File: src/rtl/cfu_cmd_initiator.sv
// Command initiator for the conv1d CFU: FIFOs host requests and drives one command at a time
// over cmd/rsp with a WAIT timeout. Define CFU_INIT_RETRY_EN to re-issue timed-out commands.
module cfu_cmd_initiator #(
  parameter int FIFO_DEPTH  = 4,
  parameter int TIMEOUT     = 15,
  parameter int MAX_RETRIES = 7
) (
  input  logic        clk,
  input  logic        reset_n,
  input  logic        req_valid,
  output logic        req_ready,
  input  logic [6:0]  req_funct7,
  input  logic [31:0] req_inp0,
  input  logic [31:0] req_inp1,
  output logic        resp_valid,
  input  logic        resp_ready,
  output logic [31:0] resp_data,
  output logic        resp_error,
  output logic        cmd_valid,
  input  logic        cmd_ready,
  output logic [9:0]  cmd_payload_function_id,
  output logic [31:0] cmd_payload_inputs_0,
  output logic [31:0] cmd_payload_inputs_1,
  input  logic        rsp_valid,
  output logic        rsp_ready,
  input  logic [31:0] rsp_payload_outputs_0,
  output logic        busy,
  output logic [7:0]  error_count
);

  localparam int AW = $clog2(FIFO_DEPTH);
  localparam int PW = AW + 1;
  localparam int EW = 7 + 32 + 32;

  typedef enum logic [1:0] {ST_IDLE, ST_ISSUE, ST_WAIT, ST_DELIVER} state_t;

  generate
    if (FIFO_DEPTH < 2 || (FIFO_DEPTH & (FIFO_DEPTH - 1)) != 0 ||
        TIMEOUT < 1 || TIMEOUT > 255 || MAX_RETRIES < 0 || MAX_RETRIES > 15) begin : g_param_check
      $error("cfu_cmd_initiator: parameter out of range");
    end
  endgenerate

  function automatic logic [7:0] sat_inc8(input logic [7:0] v);
    return (v == 8'hFF) ? v : v + 8'd1;
  endfunction

  state_t        state, state_nxt;
  logic [EW-1:0] fifo_mem [FIFO_DEPTH];
  logic [PW-1:0] wr_ptr, rd_ptr;
  logic          fifo_empty, fifo_full, push, pop;
  logic          nempty_p0;
  logic [EW-1:0] head;
  logic [7:0]    tmo_cnt;
  logic          tmo_hit, tmo_clr, retry_ok;
  logic          take_rsp, take_err;

  // Request FIFO; pointer MSB distinguishes full from empty after wrap
  assign fifo_empty = (wr_ptr == rd_ptr);
  assign fifo_full  = (wr_ptr[AW] != rd_ptr[AW]) && (wr_ptr[AW-1:0] == rd_ptr[AW-1:0]);
  assign push       = req_valid && !fifo_full;
  assign head       = fifo_mem[rd_ptr[AW-1:0]];
  assign req_ready  = !fifo_full;
  assign busy       = !fifo_empty || (state != ST_IDLE);

  always_ff @(posedge clk) begin
    if (push) fifo_mem[wr_ptr[AW-1:0]] <= {req_funct7, req_inp0, req_inp1};
  end

  // Stage p0: registered non-empty flag gates the IDLE -> ISSUE decision
  always_ff @(posedge clk or negedge reset_n) begin
    if (!reset_n) begin
      wr_ptr    <= '0;
      rd_ptr    <= '0;
      nempty_p0 <= 1'b0;
    end else begin
      if (push) wr_ptr <= wr_ptr + PW'(1);
      if (pop)  rd_ptr <= rd_ptr + PW'(1);
      nempty_p0 <= !fifo_empty;
    end
  end

  assign tmo_hit = (tmo_cnt == 8'(TIMEOUT - 1));

  always_ff @(posedge clk or negedge reset_n) begin
    if (!reset_n)              tmo_cnt <= '0;
    else if (tmo_clr)          tmo_cnt <= '0;
    else if (state == ST_WAIT) tmo_cnt <= tmo_cnt + 8'd1;
  end

`ifdef CFU_INIT_RETRY_EN
  logic [3:0] retry_cnt;

  assign retry_ok = (retry_cnt < 4'(MAX_RETRIES));

  always_ff @(posedge clk or negedge reset_n) begin
    if (!reset_n) begin
      retry_cnt <= '0;
    end else if (state == ST_WAIT) begin
      if (rsp_valid || (tmo_hit && !retry_ok)) retry_cnt <= '0;
      else if (tmo_hit)                         retry_cnt <= retry_cnt + 4'd1;
    end
  end
`else
  assign retry_ok = 1'b0;
`endif

  always_ff @(posedge clk or negedge reset_n) begin
    if (!reset_n) state <= ST_IDLE;
    else          state <= state_nxt;
  end

  always_comb begin
    state_nxt               = state;
    pop                     = 1'b0;
    tmo_clr                 = 1'b0;
    take_rsp                = 1'b0;
    take_err                = 1'b0;
    cmd_valid               = 1'b0;
    rsp_ready               = 1'b0;
    resp_valid              = 1'b0;
    cmd_payload_function_id = '0;
    cmd_payload_inputs_0    = '0;
    cmd_payload_inputs_1    = '0;
    unique case (state)
      ST_IDLE: begin
        if (nempty_p0) state_nxt = ST_ISSUE;
      end
      ST_ISSUE: begin
        cmd_valid               = 1'b1;
        cmd_payload_function_id = {head[70:64], 3'b000};
        cmd_payload_inputs_0    = head[63:32];
        cmd_payload_inputs_1    = head[31:0];
        if (cmd_ready) begin
          tmo_clr   = 1'b1;
          state_nxt = ST_WAIT;
        end
      end
      ST_WAIT: begin
        rsp_ready = 1'b1;
        // A response arriving in the timeout cycle still wins
        if (rsp_valid) begin
          take_rsp  = 1'b1;
          pop       = 1'b1;
          state_nxt = ST_DELIVER;
        end else if (tmo_hit) begin
          if (retry_ok) begin
            state_nxt = ST_ISSUE;
          end else begin
            take_err  = 1'b1;
            pop       = 1'b1;
            state_nxt = ST_DELIVER;
          end
        end
      end
      ST_DELIVER: begin
        resp_valid = 1'b1;
        if (resp_ready) state_nxt = ST_IDLE;
      end
      default: state_nxt = ST_IDLE;
    endcase
  end

  always_ff @(posedge clk or negedge reset_n) begin
    if (!reset_n) begin
      resp_data   <= '0;
      resp_error  <= 1'b0;
      error_count <= '0;
    end else if (take_rsp) begin
      resp_data  <= rsp_payload_outputs_0;
      resp_error <= 1'b0;
    end else if (take_err) begin
      resp_data   <= '0;
      resp_error  <= 1'b1;
      error_count <= sat_inc8(error_count);
    end
  end

endmodule

File: config.mk
export PLATFORM = sky130hd
export DESIGN_NAME = cfu_cmd_initiator
export DESIGN_NICKNAME = d
export VERILOG_FILES = /design/src/rtl/cfu_cmd_initiator.sv
export SDC_FILE = /design/constraint.sdc
export NUM_CORES = 1
export LEC_CHECK = 0
export CAP_MARGIN = 40
export CORE_ASPECT_RATIO = 1.2
export CORE_MARGIN = 5
export CORE_UTILIZATION = 45
export DETAILED_ROUTE_END_ITERATION = 6
export PLACE_DENSITY = 0.78
export SLEW_MARGIN = 20
export SYNTH_ARGS = -nofsm -noshare
export SYNTH_HDL_FRONTEND = slang
export SYNTH_SLANG_ARGS = --single-unit
File: constraint.sdc
create_clock -name clk -period 6.5 [get_ports clk]
set_clock_uncertainty 0.1 [all_clocks]
set_input_delay 1.95 -clock clk [delete_from_list [all_inputs] [get_ports clk]]
set_output_delay 1.95 -clock clk [all_outputs]
set_load 0.05 [all_outputs]
==> reports/results.ini, run 1 <==
[status]
status = finished, final reports clean

[cells_and_area]
antennaDiodeCount = 0
final_util_pct = 58.4
drive_above_1_share_pct = 17.3
fin_nets = 1029
fillerInstances = 2155
area_delta_synth_final_pct = 29.1

[worst_setup_path]
worstPathArrival_ns = 3.27
cp_max_fo = 29
endpoint_kind = output pin
critPathLaunchType = register
path_buf_inv = 3
crit_cells = 5
cpPeakStageDelay_ns = 0.72
cp_cell_sequence = buf_16 > buf_4 > mux4_2 > and2_1 > clkdlybuf4s50_1
crit_family = buffers and inverters
cp.required_ns = 4.45
rrSetupSlack_ns = 3.85
crit_type = register to output pin
cp_slowest_cell = clkdlybuf4s50_1
reg2regPathDepth = 5

[synth]
postSynth.asyncResetShare_pct = 17.0
yosysWarnings = 0
synth_edf_count = 284
synth_cells = 661
ys_seq_area_share_pct = 74.9
syn_area_per_cell_um2 = 20.2
synth_seq_cells = 342
netlist_area_um2 = 13300
yosysUniqueCellTypes = 41
synthFlopType = edfxtp_1

[power]
p_leak_nw = 6.02
power_mw = 8.51
pwr_density_cell_nw_per_um2 = 495
ir_drop_mv = 0.326

[min_path]
hp-class = register to register
min_path_cells = 1

[global_route]
grt_pass1_vias = 7310
use_met3_pct = 4.45
grt_usage_pct = 16.1
grt_overflow = 0
busiest_layer = met2
use_met1_pct = 20.3
grt_pass1_wl_um = 42000
grt_max_degree = 59
antenna_found_initial = 2
grt_use_met2_pct = 27.9

[clocking]
cts_tree = built
clock_latency_ns = 0.50
clkTransAtPathRegs_ns = 0.06
cts_resized = 0
cts-hold-fix-buffers = 0
postCtsSetupRepairBufs = 0
h-tree-depth = 2
cts-root-buf = clkbuf_16
cts.sinks = 342
cts_buffer_depth = 3
cts_buffers = 35

[timing]
worstMarginPinSlew_ns = 0.726
rsz0062_at_grt = no
timing.final.crit_share_pct = 81.9
final_hold_viol_count = 0
setup_tns_ns = 0
max_clock_freq_ghz = 0.188
fin_ws_ns = 1.18
drv_slew = 0
setup_viol = 0
slew_headroom_pct = 51.6
min_period_ns = 5.32

[detailed_routing]
drc_errors = 0
wl_per_cell_um = 20.4
vias_per_cell = 5.19
num_vias = 6872
wirelength_um = 27100
drtIter0Drc = 400
ant_nets = 0
first_pass_iters = 5

[floorplan]
dieArea_um2 = 33200
die_x_um = 167
die_h_um = 199
num_io_pins = 229
core-area_um2 = 29400
initial_utilization_pct = 45.3
row_count = 69

[placed_design]
hpwl_um = 17300
gp_congestion = 0.782
pre_cts_ws_ns = 1.56
io_buffers = 225

[flow_run]
cap_violations = 0

==> state kept, by name (all words and copies together), names as in the netlist <==
signal,cells
fifo_mem,284
resp_data,32
error_count,8
tmo_cnt,8
rd_ptr,3
wr_ptr,3
state,2
nempty_p0,1
resp_error,1
==> cell usage after synthesis (2+ instances only) <==
cell type	count	area share [%]
nand4_1	3	0.14
nor2_1	10	0.28
mux4_2	71	12
nor3_1	5	0.19
or2_2	2	0.094
ha_1	13	1.2
nand3_1	4	0.15
nand2_1	10	0.28
a22o_1	32	2.1
buf_6	3	0.25
xor2_1	13	0.85
and3_1	3	0.14
a21oi_1	2	0.075
buf_4	11	0.62
inv_1	8	0.23
mux2_2	4	0.34
and2_1	77	3.6
edfxtp_1	284	64
a31oi_1	2	0.094
xnor2_1	6	0.39
clkbuf_1	14	0.39
buf_2	8	0.30
dfrtp_1	58	11
==> report_power, final <==
| part | switching (mW) | internal, mW | total, mW |
|---|---|---|---|
| clock network | 0.792 | 1.13 | 1.93 |
| registers | 0.216 | 2.97 | 3.18 |
| logic | 2.05 | 1.35 | 3.40 |
| total | 3.05 | 5.45 | 8.51 |
==> metal layers <==
metal  vias to the layer above  part of all wire, %  wire length (µm)
met3                        45                  7.3              1960
li1                       3101                    -                 -
met5                         -                 0.10                27
met4                         4                  1.7               473
met2                       215                   51             13900
met1                      3507                   40             10700
==> cell type report <==
type / instances / area, µm² / area share [%]
Timing Repair Buffer: 243 / 2460 / 14.3
Tap cell: 390 / 488 / 2.84
Sequential cell: 342 / 9990 / 58.1
Clock buffer: 46 / 927 / 5.39
Clock inverter: 18 / 180 / 1.05
Multi-Input combinational cell: 277 / 3130 / 18.2
Inverter: 8 / 30.0 / 0.175
==> final timing paths <==
kind	startpoint	endpoint
setup / recovery	rd_ptr[0]	cmd_payload_inputs_0[3]
hold / removal	wr_ptr[2]	wr_ptr[2]
setup reg to reg	rd_ptr[1]	fifo_mem[2][54]
hold reg to reg	wr_ptr[2]	wr_ptr[2]
max in group asynchronous	reset_n	rd_ptr[0]
min in group asynchronous	reset_n	error_count[7]
==> through the flow <==
| stage | cells | hold slack (ns) | area [µm²] |
|---|---|---|---|
| detailed placement | 1260 | 0.383 | 16100 |
| global placement | 1255 | 0.377 | 16000 |
| floorplan | 663 | 0.360 | 13300 |
| global route | 1324 | 0.408 | 17200 |
| CTS | 1324 | 0.394 | 17200 |
| finish | 1324 | 0.391 | 17200 |
==> worst reg2reg max path, cell delays in order, from the launching register on <==
cell     delay, ns
dfrtp_4       0.63
xnor2_1       0.25
a31oi_4       0.29
and2_4        0.50
buf_12        0.29
buf_4         0.30
==> cells by family (layout without fill, tap and decap cells) <==
family,after synthesis,in the layout,synth area share (%)
adders and majority gates,13,13,1.22
other,1,3,0.0281
and+or+nand+nor,124,124,5.70
AOI/OAI and AO/OA,42,42,2.71
muxes,76,76,12.4
buffers and inverters,44,315,1.79
xor gates and xnor gates,19,19,1.25
DFF,342,342,74.9
==> cells in the final DEF, fill, tap and decap left out, types with 12 or more instances in the layout <==
cell type | Yosys | layout
mux4_2 | 71 | 71
xor2_1 | 13 | 13
ha_1 | 13 | 12
clkbuf_16 | 0 | 35
buf_4 | 11 | 13
a22o_1 | 32 | 32
edfxtp_1 | 284 | 284
clkdlybuf4s50_1 | 0 | 224
and2_1 | 77 | 72
dfrtp_1 | 58 | 56
Power figures use the tool's default switching activity.
==> run 2: changes to the inputs <==
--- a/config.mk
+++ b/config.mk
@@ -10,7 +10,7 @@
 export CORE_MARGIN = 5
 export CORE_UTILIZATION = 45
 export DETAILED_ROUTE_END_ITERATION = 6
-export PLACE_DENSITY = 0.78
+export PLACE_DENSITY = 0.8
 export SLEW_MARGIN = 20
 export SYNTH_ARGS = -nofsm -noshare
 export SYNTH_HDL_FRONTEND = slang
==> constraint.sdc (replaced) <==
create_clock -name clk -period 4.5 [get_ports clk]
set_clock_uncertainty 0.1 [all_clocks]
set_input_delay 1.35 -clock clk [delete_from_list [all_inputs] [get_ports clk]]
set_output_delay 1.35 -clock clk [all_outputs]
set_load 0.05 [all_outputs]
==> run 2 against run 1 <==
Largest cell class unchanged. Flip-flop and latch count did not move. Critical path depth down 1. Cell area increased by 0.20%. Highest routed layer is now met4. Clock power grew 36%.
==> reports/results.ini, run 2 (synthesis gave the netlist of run 1 again) <==
[power]
p_leak_nw = 6.05  ; +0.53%
pwr_density_cell_nw_per_um2 = 710  ; +44%
ir_drop_mv = 0.459  ; +41%

[global_route]
grt_usage_pct = 16.4  ; +0.30 points
grt_pass1_wl_um = 42300  ; +0.84%
grt_overflow = 0  ; unchanged
grt_max_degree = 46  ; -22%
antenna_found_initial = 0  ; -2
grt_pass1_vias = 7502  ; +2.6%

[worst_setup_path]
r2r-start = rd_ptr[0]
endpoint_kind = output pin
rrSetupSlack_ns = 1.95  ; -1.90 ns
worstReg2RegEnd = fifo_mem[0][0]
reg2regPathDepth = 5  ; unchanged
cp.required_ns = 3.05  ; -1.40 ns
cp_max_fo = 45  ; +55%
crit_type = register to output pin
worstSetupEndpoint = cmd_payload_function_id[8]
cp-startpoint = rd_ptr[1]
critPathLaunchType = register
worstPathArrival_ns = 2.86  ; -0.41 ns

[detailed_routing]
drc_errors = 0  ; unchanged
vias_per_cell = 5.23  ; +0.79%
drtIter0Drc = 412  ; +3.0%
first_pass_iters = 4  ; -1
ant_nets = 0  ; unchanged
num_vias = 6947  ; +1.1%
wl_per_cell_um = 20.7  ; +1.1%
wirelength_um = 27400  ; +1.4%

[timing]
fin_hold_ws_ns = 0.388  ; -0.00297 ns
final_hold_viol_count = 0  ; unchanged
min_period_ns = 4.31
max_clock_freq_ghz = 0.232
setup_viol = 0  ; unchanged
slew_headroom_pct = 61.3  ; +9.7 points
rsz0062_at_grt = no
setup_tns_ns = 0  ; unchanged
timing.final.crit_share_pct = 95.7
drv_slew = 0  ; unchanged
worstMarginPinSlew_ns = 0.578  ; -0.148 ns

[floorplan]
core-area_um2 = 29400  ; unchanged
initial_utilization_pct = 45.3  ; unchanged
row_count = 69  ; unchanged
die_h_um = 199  ; unchanged
die_x_um = 167  ; unchanged
dieArea_um2 = 33200  ; unchanged
num_io_pins = 229  ; unchanged

[cells_and_area]
drive_above_1_share_pct = 17.7  ; +0.37 points
final_common_cell = edfxtp_1
mostFrequentLayoutCells = edfxtp_1, clkdlybuf4s50_1, and2_1
final_cells = 1328  ; +0.30%
largest_register_ffs = 284  ; unchanged
fin_nets = 1036  ; +0.68%
area_delta_synth_final_pct = 29.3

[clocking]
h-tree-depth = 2  ; unchanged
cts-root-buf = clkbuf_16
clkTransAtPathRegs_ns = 0.06  ; about the same
cts_buffer_depth = 3  ; unchanged
cts.sinks = 342  ; unchanged
clock_latency_ns = 0.50  ; about the same
cts_buffers = 34  ; -2.9%
cts_tree = built

[placed_design]
hpwl_um = 17900  ; +3.7%
io_buffers = 225  ; unchanged
placed_cells = 1261  ; +0.079%
gp_congestion = 0.768  ; -1.8%

[min_path]
hp-class = register to register

[status]
status = finished, final reports clean

[flow_run]
cap_violations = 0  ; unchanged

[run 2: cell type report]
| type | instances | area (µm²) |
|---|---|---|
| diodes | 1 | 2.50 |
| clock buffers | 43 | 906 |
| fillers | 2124 | 12200 |
| repair buffers | 251 | 2550 |
| clock inverters | 16 | 131 |
| flip-flops and latches | 342 | 9990 |
| multi-input cells | 277 | 3140 |
| inverters | 8 | 30.0 |
| well taps | 390 | 488 |
[run 2: power breakdown]
group          total (mW)  internal [mW]  switching [mW]
clock                2.62           1.49            1.12
sequential           4.61           4.28           0.325
combinational        5.01           2.03            2.98
[run 2: worst min path at each step]
stage                             start       endpoint  slack, ns  cells past startpoint
final                         rd_ptr[2]      rd_ptr[2]       0.39                      1
after CTS                     rd_ptr[2]      rd_ptr[2]       0.40                      1
after global placement        wr_ptr[2]      wr_ptr[2]       0.38                      1
after global routing      resp_data[18]  resp_data[18]       0.41                      1
after floorplan               wr_ptr[2]      wr_ptr[2]       0.36                      1
after detailed placement   resp_data[1]   resp_data[1]       0.38                      1
[run 2: stage by stage]
stage               setup slack (ns)  cell area, µm²  util, %  total power, mW
CTS                           0.0242           17200     58.3             12.4
floorplan                      0.632           13300        -             8.05
global route                  0.0443           17200     58.5             12.8
detailed placement             0.573           16100     54.8             9.72
global placement               0.575           16100     54.8             9.65
finish                         0.192           17200     58.5             12.2
[run 2: critical path, stage by stage, from the launching register on]
cell and delay, ns:
dfrtp_4 0.70, buf_12 0.33, mux4_2 0.37, and2_1 0.20
clkdlybuf4s50_1 0.71
[run 2: routing by layer]
metal  global-route usage, %  share of wire, %  vias up
met1                    20.0                39     3539
met2                    28.6                52      241
met3                    4.85               7.3       45
li1                        -                 -     3122
met4                    4.61               2.3        0
met5                       0                 0        -
[run 2: timing repair]
item / CTS / global route
setup buffers: 0 / 7
hold buffers: 0 / 0
setup endpoints to repair: 0 / 16
resized for setup: 0 / 2
